**config.mk**
```make
export PLATFORM = sky130hd
export DESIGN_NAME = updown_mod_counter_flat
export DESIGN_NICKNAME = d
export VERILOG_FILES = /design/src/rtl/counter_pkg.sv /design/src/rtl/updown_mod_counter_if.sv /design/src/rtl/updown_mod_counter.sv /design/src/flat_wrapper.sv
export SDC_FILE = /design/constraint.sdc
export NUM_CORES = 1
export LEC_CHECK = 0
export ABC_AREA = 1
export BUFFER_PORTS_ARGS = -buffer_cell sky130_fd_sc_hd__buf_4
export CAP_MARGIN = 20
export CORE_AREA = 3 3 40 42
export DETAILED_ROUTE_END_ITERATION = 6
export DIE_AREA = 0 0 43 45
export GPL_TIMING_DRIVEN = 0
export SYNTH_ARGS = -nofsm -noshare
export SYNTH_HDL_FRONTEND = slang
export SYNTH_SLANG_ARGS = --single-unit
```
**constraint.sdc**
```tcl
create_clock -name clk -period 1.8 [get_ports clk]
set_input_delay 0.36 -clock clk [delete_from_list [all_inputs] [get_ports clk]]
set_output_delay 0.36 -clock clk [all_outputs]
set_load 0.005 [all_outputs]
```
**src/rtl/counter_pkg.sv**
```systemverilog
// counter_pkg: shared constants and helpers for the counter / timer family.
//   MODE_WRAP, MODE_SAT : values for a counter's SATURATE parameter
//   clamp_to_max()      : limits a value to an inclusive upper bound
package counter_pkg;

   localparam int MODE_WRAP = 0;
   localparam int MODE_SAT  = 1;

   // Widened to 32 bits so every counter width up to 32 can share it.
   function automatic logic [31:0] clamp_to_max(input logic [31:0] val,
                                                input logic [31:0] max);
      return (val > max) ? max : val;
   endfunction

endpackage

```
**src/rtl/updown_mod_counter_if.sv**
```systemverilog
// updown_mod_counter_if: control and status bundle of updown_mod_counter.
//   master : drives en, up, clear, load, load_val; observes the status signals
//   slave  : the counter; drives q, tc, wrap, at_max, at_zero
interface updown_mod_counter_if #(
   parameter int unsigned WIDTH = 4
);

   logic             en;
   logic             up;
   logic             clear;
   logic             load;
   logic [WIDTH-1:0] load_val;
   logic [WIDTH-1:0] q;
   logic             tc;
   logic             wrap;
   logic             at_max;
   logic             at_zero;

   modport master (
      output en, up, clear, load, load_val,
      input  q, tc, wrap, at_max, at_zero
   );

   modport slave (
      input  en, up, clear, load, load_val,
      output q, tc, wrap, at_max, at_zero
   );

endinterface

```
**src/rtl/updown_mod_counter.sv**
```systemverilog
// updown_mod_counter: modulo up/down counter with count enable, synchronous
// clear, clamped parallel load, wrap or saturate at the range ends, and
// terminal-count output for cascading.
//   clk    : rising-edge clock
//   reset  : asynchronous active-high reset, q -> RESET_VAL, wrap -> 0
//   bus    : slave side of updown_mod_counter_if
//            in : en, up, clear, load, load_val
//            out: q (reg), wrap (reg pulse), tc / at_max / at_zero (comb)
module updown_mod_counter
   import counter_pkg::*;
#(
   parameter int unsigned WIDTH     = 4,
   parameter logic [31:0] MAX_VAL   = 32'((64'd1 << WIDTH) - 64'd1),
   parameter int          SATURATE  = MODE_WRAP,
   parameter logic [31:0] RESET_VAL = 32'd0
) (
   input  logic                clk,
   input  logic                reset,
   updown_mod_counter_if.slave bus
);

   localparam logic [WIDTH-1:0] MAX_Q = MAX_VAL[WIDTH-1:0];
   localparam logic [WIDTH-1:0] RST_Q = RESET_VAL[WIDTH-1:0];

   logic [WIDTH-1:0] q_r;
   logic [WIDTH-1:0] q_nxt;
   logic             wrap_r;
   logic             wrap_nxt;
   logic             at_max;
   logic             at_zero;

   assign at_max  = (q_r == MAX_Q);
   assign at_zero = (q_r == '0);

   // Range ends are detected before stepping, so a MAX_VAL below
   // 2**WIDTH-1 never relies on natural overflow.
   always_comb begin
      q_nxt    = q_r;
      wrap_nxt = 1'b0;
      if (bus.clear) begin
         q_nxt = RST_Q;
      end else if (bus.load) begin
         q_nxt = WIDTH'(clamp_to_max(32'(bus.load_val), MAX_VAL));
      end else if (bus.en) begin
         if (bus.up) begin
            if (!at_max) begin
               q_nxt = q_r + WIDTH'(1);
            end else if (SATURATE == MODE_WRAP) begin
               q_nxt    = '0;
               wrap_nxt = 1'b1;
            end
         end else begin
            if (!at_zero) begin
               q_nxt = q_r - WIDTH'(1);
            end else if (SATURATE == MODE_WRAP) begin
               q_nxt    = MAX_Q;
               wrap_nxt = 1'b1;
            end
         end
      end
   end

   always_ff @(posedge clk or posedge reset) begin
      if (reset) begin
         q_r    <= RST_Q;
         wrap_r <= 1'b0;
      end else begin
         q_r    <= q_nxt;
         wrap_r <= wrap_nxt;
      end
   end

   assign bus.q       = q_r;
   assign bus.wrap    = wrap_r;
   assign bus.at_max  = at_max;
   assign bus.at_zero = at_zero;
   // Asserted in saturate mode too: it marks the edge a cascaded stage steps on.
   assign bus.tc      = bus.en & ((bus.up & at_max) | (~bus.up & at_zero));

endmodule

```
**src/flat_wrapper.sv**
```systemverilog
// flat-port wrapper written by rule: the top's interface ports become plain ports
module updown_mod_counter_flat import counter_pkg::*;
#(
   parameter int unsigned WIDTH     = 4,
   parameter logic [31:0] MAX_VAL   = 32'((64'd1 << WIDTH) - 64'd1),
   parameter int          SATURATE  = MODE_WRAP,
   parameter logic [31:0] RESET_VAL = 32'd0
)
  (clk, reset, bus_en, bus_up, bus_clear, bus_load, bus_load_val, bus_q, bus_tc, bus_wrap, bus_at_max, bus_at_zero);
  updown_mod_counter_if #(.WIDTH(WIDTH)) bus_i ();
  input  logic clk;
  input  logic reset;
  input wire logic [$bits(bus_i.en)-1:0] bus_en;
  input wire logic [$bits(bus_i.up)-1:0] bus_up;
  input wire logic [$bits(bus_i.clear)-1:0] bus_clear;
  input wire logic [$bits(bus_i.load)-1:0] bus_load;
  input wire logic [$bits(bus_i.load_val)-1:0] bus_load_val;
  output wire logic [$bits(bus_i.q)-1:0] bus_q;
  output wire logic [$bits(bus_i.tc)-1:0] bus_tc;
  output wire logic [$bits(bus_i.wrap)-1:0] bus_wrap;
  output wire logic [$bits(bus_i.at_max)-1:0] bus_at_max;
  output wire logic [$bits(bus_i.at_zero)-1:0] bus_at_zero;
  assign bus_i.en = bus_en;
  assign bus_i.up = bus_up;
  assign bus_i.clear = bus_clear;
  assign bus_i.load = bus_load;
  assign bus_i.load_val = bus_load_val;
  assign bus_q = bus_i.q;
  assign bus_tc = bus_i.tc;
  assign bus_wrap = bus_i.wrap;
  assign bus_at_max = bus_i.at_max;
  assign bus_at_zero = bus_i.at_zero;
  updown_mod_counter #(.WIDTH(WIDTH), .MAX_VAL(MAX_VAL), .SATURATE(SATURATE), .RESET_VAL(RESET_VAL)) u_core (.clk(clk), .reset(reset), .bus(bus_i));
endmodule
```
# Yosys cells after proc, flatten, opt, wreduce, memory -nomap -nowiden
# Cells that the tools add are included.
# word_totals
ff_bits,5
mem_bits_ro,0
memories,0
out_inout_bits,8
mem_bits_rw,0
inputBits,10
latch_bits,0
# classes
n_lt_le_gt_ge,0
n_reduce_logical,2
n_div,0
mux,12
add_sub_neg,2
mul,0
eq_ne,1
n_shift,0
bitwise_logic,5
# op_table
operator,count
$mux W4,6
$mux W1,6
$add A4 B1 Y4 const B,1
$eq A4 B4 Y1 const B,1
$logic_not A4 Y1,1
$sub A4 B1 Y4 const B,1
$and A1 B1 Y1,3
$reduce_bool A3 Y1,1
$not A1 Y1,1
$or A1 B1 Y1,1

# Logic depth before layout (Yosys ltp)
# logic_depth
ltp_word,6
ltp_mapped,10

# Worst setup path after synthesis
# OpenSTA, ideal clock, no wires.
# synth_path
kind,register to output
from,"reg u_core.q_r[0], in the netlist u_core.bus.q[0]"
to,out bus_tc
path_stages_with_launch,9
required_time_ps,1440
arrival_ps,1162
n_path_buf,0
setup_slack_ps,278
cell_sequence,dfrtp_1 -> inv_1 -> ha_1 -> inv_1 -> nor3_2 -> nand2_1 -> nand2_1 -> nand2_1 -> inv_1
# synth_between
elab_chain_cells,4
elab_cells_between_ends,6
classes_between,eq/ne (1); bitwise (4); reduce/logical (1)
# synth_rtl
item,line,source
"start, declared",updown_mod_counter.sv:25,logic [WIDTH-1:0] q_r;
"start signal, assigned",updown_mod_counter.sv:68,q_r <= q_nxt;
$logic_not A4 Y1,updown_mod_counter.sv:33,assign at_zero = (q_r == '0);
net bus_at_zero,flat_wrapper.sv:22,output wire logic [$bits(bus_i.at_zero)-1:0] bus_at_zero;
$and A1 B1 Y1,updown_mod_counter.sv:78,assign bus.tc = bus.en & ((bus.up & at_max) | (~bus.up & at_zero));
$or A1 B1 Y1,updown_mod_counter.sv:78,
$and A1 B1 Y1,updown_mod_counter.sv:78,
"end, declared",flat_wrapper.sv:19,output wire logic [$bits(bus_i.tc)-1:0] bus_tc;
# The timed path passes the listed nets, and every way through them passes these cells.

# Worst setup path in the final report
# layout_path
from,"reg u_core.q_r[1], in the netlist u_core.bus.q[1]"
to,out bus_tc
# layout_between
elab_chain_cells,4
elab_cells_between_ends,6
classes_between,eq/ne (1); bitwise (4); reduce/logical (1)
# layout_rtl
item,line
$eq A4 B4 Y1 or $logic_not A4 Y1 (tied branches),"updown_mod_counter.sv:32, updown_mod_counter.sv:33"
$and A1 B1 Y1,updown_mod_counter.sv:78
$or A1 B1 Y1 (*),updown_mod_counter.sv:78
$and A1 B1 Y1 (*),updown_mod_counter.sv:78
# Every way passes the cells marked *; elsewhere a longest branch is shown, timed or not.

==> out/qor.yml <==
die_h_microns: 45
r2r_cells: 10
final.setup.worst_slack_ns: 0.0114
setup_violations: 0
wire_per_inst_microns: 10.4
cpMaxStageDelayCell: "dfrtp_2"
ir_drop_mv: 0.597
ant_nets: 0
first_pass_iters: 4
path_cells: "buf_4, ha_4, nand2_4, nor2_4, nand2_2, nand2_1, nand2_2, inv_2, buf_6"
clock_path_buffers: 2
synth_mux_area_share_pct: 0
path_depth: 9
fillers: 131
syn_to_final_growth_pct: 80.4
cts_hold_buf: 0
insertion_delay_ns: 0.24
syn-cell-area_sq_um: 427
pre_cts_slack_ns: 0.0487
synth_cell_type_count: 15
io_pins: 18
synth_edf_count: 0
internal_power_mw: 0.321
p_sw_mw: 0.150
routed_via_density: 4.77
initial_core_util_pct: 33.2
ys.warnings.count: 0
overflow: 0
max-cap-violations: 0
worst_pin_slew_ns: 0.290
worst_hold_path_type: "input pin to async pin"
cpMostUsedCell: "nand2_2"
synth_compound_area_share_pct: 10.3
seq_area_frac_synth_pct: 29.3
fp.coreArea_sq_mm: 0.00128
cts_buffers: 3
fin_area_sq_um: 769
drc: 0
clockPowerShare_pct: 27.2
cp.required_ns: 1.44
setup.worst_path.end_class: "output pin"
clock_skew_ns: 0.00102
vias: 563
cts_root_buf: "clkbuf_4"
hold_viol_final: 0
fp.dieArea_sq_mm: 0.00194
maxSlewViolCount: 0
drtIter0Drc: 17
p_leak_nw: 0.421
dp.cells: 99
grt_setup_unrepaired: "yes"
finalCritPeriodShare_pct: 99.4
syn_avg_cell_area_sq_um: 6.37
crit_family: "flip-flops"
critPathKind: "register to output pin"
path_clk_slew_ns: 0.04
drive_above_1_share_pct: 51.5
fin_nets: 116
synth_xor_area_share_pct: 0
power.total_mw: 0.471
switching_share_pct: 31.8
die_w_microns: 43
grt_pass1_vias: 518
crit_fanout: 2
cts_tree: "yes"
synth_adder_area_share_pct: 5.87
antenna_cells: 0
synth_ff_type: "dfrtp_1"
hpwl_microns: 857
htreeDepth: 1
clock.fmax_ghz: 0.559
synthArstFlopShare_pct: 100
seq_power_share_pct: 28.6
synth_top_area_share_pct: 29.3
grt_max_degree: 10
slowest_delay_ns: 0.40
slew-limit-headroom_pct: 80.7
clkSinkCount: 5
synth_top_family_by_area: "simple AND/OR/NAND/NOR gates"
placed_cell_area_sq_um: 573
synthSimpleGateAreaFrac_pct: 43.1
critPathArrivalTime_ns: 1.43
synth_fp_nets: 79
synth_seq_cells: 5
min_period_ns: 1.79
worstSetupStartpointType: "register"
outcome: "complete, no violations"
synth_commonest_cells: "nand2_1, nor2_1, inv_1"
power_density_mw_per_mm2: 612
numPortBuffers: 17
multi_input_area_sq_um: 302
place_congestion: 0.758
antenna_found_initial: 0
netlist_instances: 67
regArea_sq_um: 126
rows: 13
ys_top_cells_by_area: "dfrtp_1, nand2_1, nor2_1"
instances_no_fill: 118
fin_setup_tns_ns: 0
critPathBufInv: 3
power_frac_comb_pct: 44.2
routed_wl_microns: 1220
synth.most_common_cell: "nand2_1"
grt_pass1_wl_microns: 2010
grtUsageTotal_pct: 14.2
yosys.area.top_type: "dfrtp_1"
[path summary, 6_finish.rpt]
kind	from	slack (ns)	end
worst min-delay path	reset	0.01	u_core.bus.q[3]
worst max register to register	u_core.bus.q[0]	0.40	u_core.bus.q[3]
max in group asynchronous	reset	1.61	u_core.bus.q[1]
worst min register to register	u_core.bus.q[1]	0.62	u_core.bus.q[1]
worst max-delay path	u_core.bus.q[1]	0.01	bus_tc
min in group clk	bus_clear	0.29	u_core.bus.wrap
[flip-flops by register name (all words and copies together), names as in the netlist]
signal,count
u_core.bus.q,4
u_core.bus.wrap,1
[kinds of logic (layout without fill, tap and decap cells)]
family,Yosys count,after routing
simple gates,41,41
flops,5,5
fa+ha+maj,2,2
compound gates,8,8
buf+inv,11,47
[power groups by stage]
stage / Clock [mW] / Sequential (mW) / Combinational (mW)
3_5_place_dp: 0 / 0.138 / 0.134
6_report: 0.128 / 0.135 / 0.208
4_1_cts: 0.134 / 0.134 / 0.189
2_1_floorplan: 0 / 0.136 / 0.0751
5_1_grt: 0.148 / 0.136 / 0.232
3_3_place_gp: 0 / 0.138 / 0.130
[routing by layer]
layer,vias up,routed length [microns],global-route usage [%]
met2,16,631,26.0
met1,257,481,13.4
met5,-,0,0
met3,6,80,5.58
met4,0,29,8.43
li1,284,-,-
[cells in the final DEF, fill, tap and decap left out]
master / instances
nand2_4: 1
dfrtp_1: 4
o21ai_1: 3
nand3_1: 5
nor2_1: 9
o2111ai_1: 1
a21oi_1: 2
buf_6: 3
nand4_1: 1
clkbuf_1: 1
clkbuf_4: 3
o21ai_0: 2
nor3_4: 1
nand2_2: 2
nand2_1: 19
nor2_4: 1
ha_4: 2
nor3_2: 2
inv_2: 7
dfrtp_2: 1
buf_4: 30
inv_1: 3
[metrics by stage]
stage	hold WS, ns	util (%)
finish	0.0144	59.9
global route	0.0197	59.9
CTS	0.0105	55.4
detailed placement	0.268	44.6
global placement	0.269	44.6
floorplan	0.139	-
[final cells by class]
cell class              instances  area share, %
flip-flops and latches          5           16.4
repair buffers                 32           32.2
clock buffers                   4           3.41
inverters                      10           4.88
well taps                      15           2.44
plain buffers                   1           1.46
multi-input cells              51           39.2
[timing repair]
action	CTS	global route
endpoints found under the hold margin	0	0
gates resized for setup	10	7
endpoints found under the setup margin	1	2
pin swaps	6	7
setup buffers	12	3
(Power assumes the default switching activity.)
